===== src/rtl/alu_sequencer.sv =====
// Accumulator micro-sequencer: queues opcode/operand commands and drives an external
// registered 8-bit ALU, including a shift-add 8x8 multiply (low byte) on that ALU.
module alu_sequencer #(
  parameter int unsigned DEPTH = 4
) (
  input  logic       clk,
  input  logic       rst_n,
  input  logic       in_valid,
  output logic       in_ready,
  input  logic [3:0] in_opcode,
  input  logic [7:0] in_operand,
  output logic [7:0] alu_a,
  output logic [7:0] alu_b,
  output logic [2:0] alu_op,
  input  logic [7:0] alu_y,
  output logic [7:0] acc,
  output logic       zero,
  output logic       busy,
  output logic       done,
  output logic       err
);

  localparam int unsigned AW = $clog2(DEPTH);

  localparam logic [2:0] OP_ADD = 3'b000;
  localparam logic [2:0] OP_SLL = 3'b010;

  typedef struct packed {
    logic [3:0] op;
    logic [7:0] arg;
  } cmd_t;

  typedef enum logic [3:0] {
    S_IDLE, S_EXEC, S_WB, S_LOAD, S_ILL,
    S_M_CHK, S_M_ADD, S_M_ADDWB, S_M_SHL, S_M_SHLWB
  } state_t;

  state_t state, state_d;

  // Command FIFO: extra pointer bit distinguishes full from empty.
  cmd_t          mem [DEPTH];
  logic [AW:0]   wr_ptr, rd_ptr;
  logic          full, empty, push, pop;
  cmd_t          head;

  assign full     = (wr_ptr[AW] != rd_ptr[AW]) && (wr_ptr[AW-1:0] == rd_ptr[AW-1:0]);
  assign empty    = (wr_ptr == rd_ptr);
  assign in_ready = !full;
  assign push     = in_valid && !full;
  assign pop      = (state == S_IDLE) && !empty;
  assign head     = mem[rd_ptr[AW-1:0]];

  always_ff @(posedge clk) begin
    if (push) mem[wr_ptr[AW-1:0]] <= cmd_t'{op: in_opcode, arg: in_operand};
  end

  always_ff @(posedge clk) begin
    if (!rst_n) begin
      wr_ptr <= '0;
      rd_ptr <= '0;
    end else begin
      if (push) wr_ptr <= wr_ptr + (AW+1)'(1);
      if (pop)  rd_ptr <= rd_ptr + (AW+1)'(1);
    end
  end

  logic [2:0] cmd_op, cmd_op_d;
  logic [7:0] cmd_arg, cmd_arg_d;
  logic [7:0] acc_d, p, p_d, m, m_d, q, q_d;
  logic       done_d, err_d;
  logic [7:0] alu_a_d, alu_b_d;
  logic [2:0] alu_op_d;

  always_ff @(posedge clk) begin
    if (!rst_n) begin
      state   <= S_IDLE;
      cmd_op  <= '0;
      cmd_arg <= '0;
      acc     <= '0;
      p       <= '0;
      m       <= '0;
      q       <= '0;
      done    <= 1'b0;
      err     <= 1'b0;
      alu_a   <= '0;
      alu_b   <= '0;
      alu_op  <= '0;
    end else begin
      state   <= state_d;
      cmd_op  <= cmd_op_d;
      cmd_arg <= cmd_arg_d;
      acc     <= acc_d;
      p       <= p_d;
      m       <= m_d;
      q       <= q_d;
      done    <= done_d;
      err     <= err_d;
      alu_a   <= alu_a_d;
      alu_b   <= alu_b_d;
      alu_op  <= alu_op_d;
    end
  end

  always_comb begin
    state_d   = state;
    cmd_op_d  = cmd_op;
    cmd_arg_d = cmd_arg;
    acc_d     = acc;
    p_d       = p;
    m_d       = m;
    q_d       = q;
    done_d    = 1'b0;
    err_d     = 1'b0;
    alu_a_d   = '0;
    alu_b_d   = '0;
    alu_op_d  = OP_ADD;

    unique case (state)
      S_IDLE: begin
        if (!empty) begin
          cmd_op_d  = head.op[2:0];
          cmd_arg_d = head.arg;
          if (!head.op[3])          state_d = S_EXEC;
          else if (head.op == 4'd8) state_d = S_LOAD;
          else if (head.op == 4'd9) begin
            state_d = S_M_CHK;
            p_d     = '0;
            m_d     = acc;
            q_d     = head.arg;
          end else                  state_d = S_ILL;
        end
      end
      S_EXEC: state_d = S_WB;
      S_WB: begin
        acc_d   = alu_y;
        done_d  = 1'b1;
        state_d = S_IDLE;
      end
      S_LOAD: begin
        acc_d   = cmd_arg;
        done_d  = 1'b1;
        state_d = S_IDLE;
      end
      S_ILL: begin
        done_d  = 1'b1;
        err_d   = 1'b1;
        state_d = S_IDLE;
      end
      S_M_CHK: begin
        if (q == 8'd0) begin
          acc_d   = p;
          done_d  = 1'b1;
          state_d = S_IDLE;
        end else if (q[0]) state_d = S_M_ADD;
        else               state_d = S_M_SHL;
      end
      S_M_ADD:   state_d = S_M_ADDWB;
      S_M_ADDWB: begin
        p_d     = alu_y;
        state_d = S_M_SHL;
      end
      S_M_SHL:   state_d = S_M_SHLWB;
      S_M_SHLWB: begin
        m_d     = alu_y;
        q_d     = q >> 1;
        state_d = S_M_CHK;
      end
      default: state_d = S_IDLE;
    endcase

    // ALU ports are registered, so decode them from the state being entered.
    unique case (state_d)
      S_EXEC: begin
        alu_a_d  = acc;
        alu_b_d  = cmd_arg_d;
        alu_op_d = cmd_op_d;
      end
      S_M_ADD: begin
        alu_a_d  = p_d;
        alu_b_d  = m_d;
        alu_op_d = OP_ADD;
      end
      S_M_SHL: begin
        alu_a_d  = m_d;
        alu_b_d  = 8'd1;
        alu_op_d = OP_SLL;
      end
      default: ;
    endcase
  end

  assign zero = (acc == 8'd0);
  assign busy = (state != S_IDLE) || !empty;

endmodule


===== config.mk =====
export PLATFORM = sky130hd
export DESIGN_NAME = alu_sequencer
export DESIGN_NICKNAME = d
export VERILOG_FILES = /design/src/rtl/alu_sequencer.sv
export SDC_FILE = /design/constraint.sdc
export NUM_CORES = 1
export LEC_CHECK = 0
export CAP_MARGIN = 5
export CORE_MARGIN = 2
export CORE_UTILIZATION = 50
export DETAILED_ROUTE_END_ITERATION = 7
export MAX_ROUTING_LAYER = met4
export PLACE_DENSITY = 0.7
export SYNTH_ARGS = -nofsm -noshare
export SYNTH_HDL_FRONTEND = slang
export SYNTH_SLANG_ARGS = --single-unit

===== constraint.sdc =====
create_clock -name clk -period 3 [get_ports clk]
set_clock_uncertainty 0.05 [all_clocks]
set_input_delay 0.75 -clock clk [delete_from_list [all_inputs] [get_ports clk]]
set_output_delay 0.75 -clock clk [all_outputs]
set_load 0.03 [all_outputs]

# After elaboration in Yosys (flattened, before gate mapping)
# Memories as Yosys holds them, arrays and structs flattened. A register that Yosys moved wholly into a read port is not among the register bits.
# Index checks and enable logic that the tools add are counted.
[op_classes]
add_sub_neg = 2
n_eq_ne = 22
mux = 38
n_reduce_logical = 15
[op_table]
columns = ["operator", "count"]
rows = [
  ["8-bit two-way mux", 15],
  ["8-bit one-hot mux with 3 select lines", 3],
  ["8-bit one-hot mux with 2 select lines", 3],
  ["4-bit one-hot mux with 7 select lines", 1],
  ["4-bit by 3-bit equality test with 1-bit output (second input constant)", 5],
  ["4-bit equality test (second input constant)", 5],
  ["8-bit logical NOT", 2],
  ["3-bit two-way mux", 4],
  ["4-bit two-way mux", 3],
  ["4-bit by 1-bit equality test with 1-bit output (second input constant)", 2],
  ["4-bit by 2-bit equality test with 1-bit output (second input constant)", 2],
  ["2-bit != test (second input constant)", 4],
  ["3-bit by 1-bit adder with 3-bit output (second input constant)", 2],
  ["3-bit one-hot mux with 2 select lines", 1],
  ["1-bit two-way mux", 5],
  ["5-bit AND reduction", 1],
  ["4-bit logical NOT", 1],
  ["2-bit two-way mux", 2],
  ["4-bit nonzero test", 1],
  ["3-bit equality test", 1],
  ["1-bit logical AND", 3],
  ["3-bit nonzero test", 1],
  ["3-bit OR reduction", 1],
  ["2-bit equality test", 1],
  ["7 further kinds", 8],
]
[totals]
reg_bits = 74
ram_bits = 48
word_cells = 92
n_memories = 1
[memory_table]
columns = ["name", "words", "word_bits", "read_ports", "rd_clocked_by_memory_dff", "wr", "line_no", "text"]
rows = [
  ["mem", 4, 12, 1, 1, 1, "41", "cmd_t mem [DEPTH];"],
]

# Longest topological paths before layout
# Gate-level depths: netlist (run 1).
[depth]
word_depth = 8
mapped_depth = 8
mapped_depth_nobuf = 5

# Worst setup path after synthesis (run 1)
# Ideal clock, no wire load.
[synth_timing]
kind = "flip-flop to output port"
from = "register acc[4]"
to = "output zero"
arrival_ns = 1.387
path_slack_ns = 0.813
stages_incl_launch_ff = 3
n_path_buf = 0
path_cell_list = "dfxtp_1 > or4_1 > nor2_1"
[synth_between]
elab_chain_len = 1
[synth_rtl]
columns = ["item", "line_no", "text"]
rows = [
  ["start: declaration", "16", "output logic [7:0] acc,"],
  ["start signal: assignment", "79", "acc <= '0;"],
  ["start signal: assignment", "92", "acc <= acc_d;"],
  ["8-bit logical NOT", "192", "assign zero = (acc == 8'd0);"],
  ["end: declaration", "17", "output logic zero,"],
]
# Every way passes these cells.

# Final worst setup path (run 1)
[layout_timing]
from = "register state[1]"
to = "output busy"
[layout_between]
elab_chain_len = 2
[layout_rtl]
columns = ["item", "line_no", "text"]
rows = [
  ["start: declaration", "38", "state_t state, state_d;"],
  ["start signal: assignment", "89", "state <= state_d;"],
  ["4-bit nonzero test", "193", "assign busy = (state != S_IDLE) || !empty;"],
  ["1-bit logical OR", "193", ""],
  ["end: declaration", "18", "output logic busy,"],
]
# Every way passes these cells.

==> summary by stage, run 1 <==
Outcome
The flow ran to the end, and the final reports show no timing, DRC or antenna violations.

Die
The die is 106 µm wide. Once the floorplan was initialized, standard cells occupied 50.7% of the core. The total area inside the core boundary comes to 0.0102 mm². The die height is 106 µm.

Row generation in the floorplan step produced 37 rows. The die area is 0.0111 mm². For this design the top-level I/O count stands at 55.

Synthesis
Synthesis produced a netlist with a net count of 451. Synthesis instantiated 54 different standard cells from the library. The total standard cell area after synthesis is 0.00516 mm². The share of Yosys cell area claimed by the top area cell type is 29.5%. By area the synthesized netlist is led by dfxtp_1 (29%), edfxtp_1 (28%), mux4_1 (4.1%), nand2_1 (3.6%), nor2b_1 (3.5%).

The synthesized design spends more area on one cell type than any other, namely dfxtp_1. The cell count after synthesis came out at 423. Counting instances in the post-synthesis netlist gives the leading cell types as dfxtp_1 (76), nand2_1 (49), edfxtp_1 (48), nor2b_1 (29), nand3_1 (18).

For this run, the number of Yosys warnings is 0. Of the synthesized area, sequential elements account for 57.4%. The most used flip-flop cell after synthesis is dfxtp_1. Yosys instantiated no cell more often than dfxtp_1. Averaged over all synthesized cells, the footprint is 12.2 µm². The total of flip-flops plus latches after synthesis is 124.

Counting flops with a built-in enable in the synthesized netlist gives 48. Counting flops with an async set or reset pin after synthesis yields a share of 0%.

Drt
The routed layout has 3,579 vias. In the final routed layout, each cell accounts on average for 17.3 µm. The count of antenna-violating nets left after detailed routing is 0. In this run, the number of DRC markers left after iteration 0 of detailed routing was 250. After detailed routing, the number of vias per cell comes to 5.61. The first-pass detailed-route iteration total is 5. The sum of routed wire length over all layers is 11,000 µm.

The detailed-route DRC error count is 0.

Setup path
STA classifies the critical path endpoint as an output port. The first element of the critical path is state[1]. The startpoint kind of the worst setup timing path is a flop. The worst register-to-register path has a depth of 6. The endpoint of the worst-slack reg-to-reg timing path is alu_b[0]. The required time of the worst setup path is 2.20 ns. The minimum setup slack among reg-to-reg paths is 0.39 ns.

The critical path is of the flop to output port type. The data arrival time of the critical path is 2.01 ns. The maximum fanout along the worst path is 11.

Clock tree
The H-tree depth is 4. The number of cells upsized or downsized after cts is 2. In this run the post-CTS setup repair buffer count came out at 0.

The clock tree from TritonCTS is yes. In this run the clock root is driven by a clkbuf_8. The number of buffers inserted during clock tree synthesis is 17.

The sink count of the clock tree is 124. Clock-pin slew was measured on the worst setup and hold paths at 0.06 ns. After clock tree synthesis, the flow added hold-fix buffers numbering 0. The source-to-sink clock delay at the later pin of the worst-skew pair is 0.51 ns. The clock passes through at most 2 buffers.

Layout
The ratio of cells with drive above 1 in the final layout is 14.3%. The diode insertion count for antenna repair is 0. The filler cell count is 800. The post-route core utilization is 63.2%. After routing the design area is 0.00644 mm².

The final non-filler cell total is 638. The signed area change from the synthesized netlist to the final layout is 24.8%. The layout net count is 517. The multi-input combinational cells in the finished layout cover a total of 0.00205 mm². The storage element area is 0.00296 mm².

Power
Across the VDD grid, the largest voltage drop is 412 µV. Dividing total power by cell area gives a power density of 901 mW/mm². In this run the static leakage power is 2.40 nW.

STA
The worst slew margin relative to its limit is 55.2%. Setup repair after global routing left no endpoint under its margin. The maximum clock frequency is 0.355 GHz. The final count of pins violating max slew is 0. At the pin with the least slew margin, the transition time is 0.670 ns. The final critical path time including I/O delays and setup is 2.81 ns. The worst setup margin is 0.187 ns. The number of failing hold endpoints at the final stage is 0. The final total negative setup slack is 0 ns. Of the available clock period, the critical path in the final layout requires 93.8%. The final number of setup-violating endpoints is 0.

Flow run
Max-cap violations in this run came to 0.

Worst hold path
The worst min-delay path startpoint is q[7]. The depth of the worst hold-timing path is 2. The kind of path behind the tightest hold check is flop to flop. The hold-critical path endpoint is q[7].

Placed design
The post-placement setup slack is 0.322 ns. In this run the cell area measured after placement is 0.00586 mm². At the end of routability-driven placement, the weighted congestion stood at 0.816. The half-perimeter wire length after placement is 7410 µm.

The number of cells after detailed placement is 606. The count of port buffers added during placement is 54.

Global routing
The pin count of the biggest net entering global routing is 46. The initial antenna violation count came to 0. The residual overflow from global routing is 0. The first global-routing pass estimated 18,200 µm of wire. The number of global-route vias before repair came to 3,465.

Global routing used 21.9% of the available tracks across all layers.
-- cells in the final DEF, fill, tap and decap left out, types with 12 or more instances in the layout --
| cell | count |
|---|---|
| o21ai_0 | 15 |
| clkbuf_16 | 18 |
| and2_1 | 12 |
| buf_4 | 19 |
| nand3_1 | 18 |
| nand2_1 | 49 |
| mux2i_1 | 12 |
| clkdlybuf4s50_1 | 51 |
| dfxtp_1 | 76 |
| edfxtp_1 | 48 |
| nor2b_1 | 29 |
-- worst max-delay path, stage by stage (launching register included) --
cell and delay (ns):
dfxtp_1 0.39, or4_4 0.60, or3_1 0.32, clkbuf_2 0.19
-- registers in the layout, indices dropped and copies added (netlist names), 3 cells and up, named ones only --
signal   flops
wr_ptr       3
cmd_op       3
cmd_arg      8
state        4
alu_op       3
alu_a        8
rd_ptr       3
acc          8
m            8
alu_b        8
p            8
q            8
mem         48
-- metal layers --
metal | track usage, % | part of all wire, % | up-vias | wire length [µm]
met5 | - | 0 | - | 0
met2 | 34.2 | 49 | 115 | 5420
met3 | 5.07 | 5.0 | 14 | 556
met1 | 28.1 | 45 | 1739 | 4930
li1 | - | - | 1711 | -
met4 | 7.99 | 1.3 | 0 | 140
-- per-stage QoR --
step                power (mW)  hold WS (ns)
detailed placement        3.96         0.421
finish                    5.80         0.429
global placement          3.94         0.409
floorplan                 3.41         0.392
global route              6.07         0.458
CTS                       5.82         0.431
-- where the power goes --
part           total [mW]  leakage [nW]  internal (mW)  switching [mW]
logic                1.73          1.06          0.741           0.985
clock network        1.87         0.281           1.14           0.737
registers            2.20          1.06           1.99           0.203
-- cell type report --
| type | instances | share of cell area [%] |
|---|---|---|
| Multi-Input combinational cell | 269 | 31.9 |
| Timing Repair Buffer | 73 | 10.4 |
| Clock inverter | 12 | 1.32 |
| Sequential cell | 124 | 46.0 |
| Clock buffer | 20 | 7.43 |
| Inverter | 4 | 0.233 |
| Tap cell | 136 | 2.64 |
-- worst max path at each step --
stage / to / slack, ns / depth (start not counted)
after detailed placement: busy / 0.32 / 3
after global placement: busy / 0.33 / 3
after CTS: busy / 0.002 / 3
after global routing: busy / 0.12 / 3
final: busy / 0.19 / 3
after floorplan: zero / 0.81 / 2
-- kinds of logic after synthesis --
group	synth area share (%)
XOR/XNOR	1.36
multiplexers	8.15
flip-flops	57.4
adder cells (fa/ha/maj)	1.21
AND/OR/NAND/NOR	14.7
AO/OA/AOI/OAI	14.0
buffers and inverters	3.06
(Power assumes the default switching activity.)
==> run 2: changes to the inputs <==
--- a/config.mk
+++ b/config.mk
@@ -8,6 +8,7 @@
 export CAP_MARGIN = 5
 export CORE_MARGIN = 2
 export CORE_UTILIZATION = 50
+export CTS_BUF_LIST = sky130_fd_sc_hd__clkbuf_8 sky130_fd_sc_hd__clkbuf_16
 export DETAILED_ROUTE_END_ITERATION = 7
 export MAX_ROUTING_LAYER = met4
 export PLACE_DENSITY = 0.7
==> results of run 2 <==
No change in the layout: final DEF, timing and power equal those of run 1.
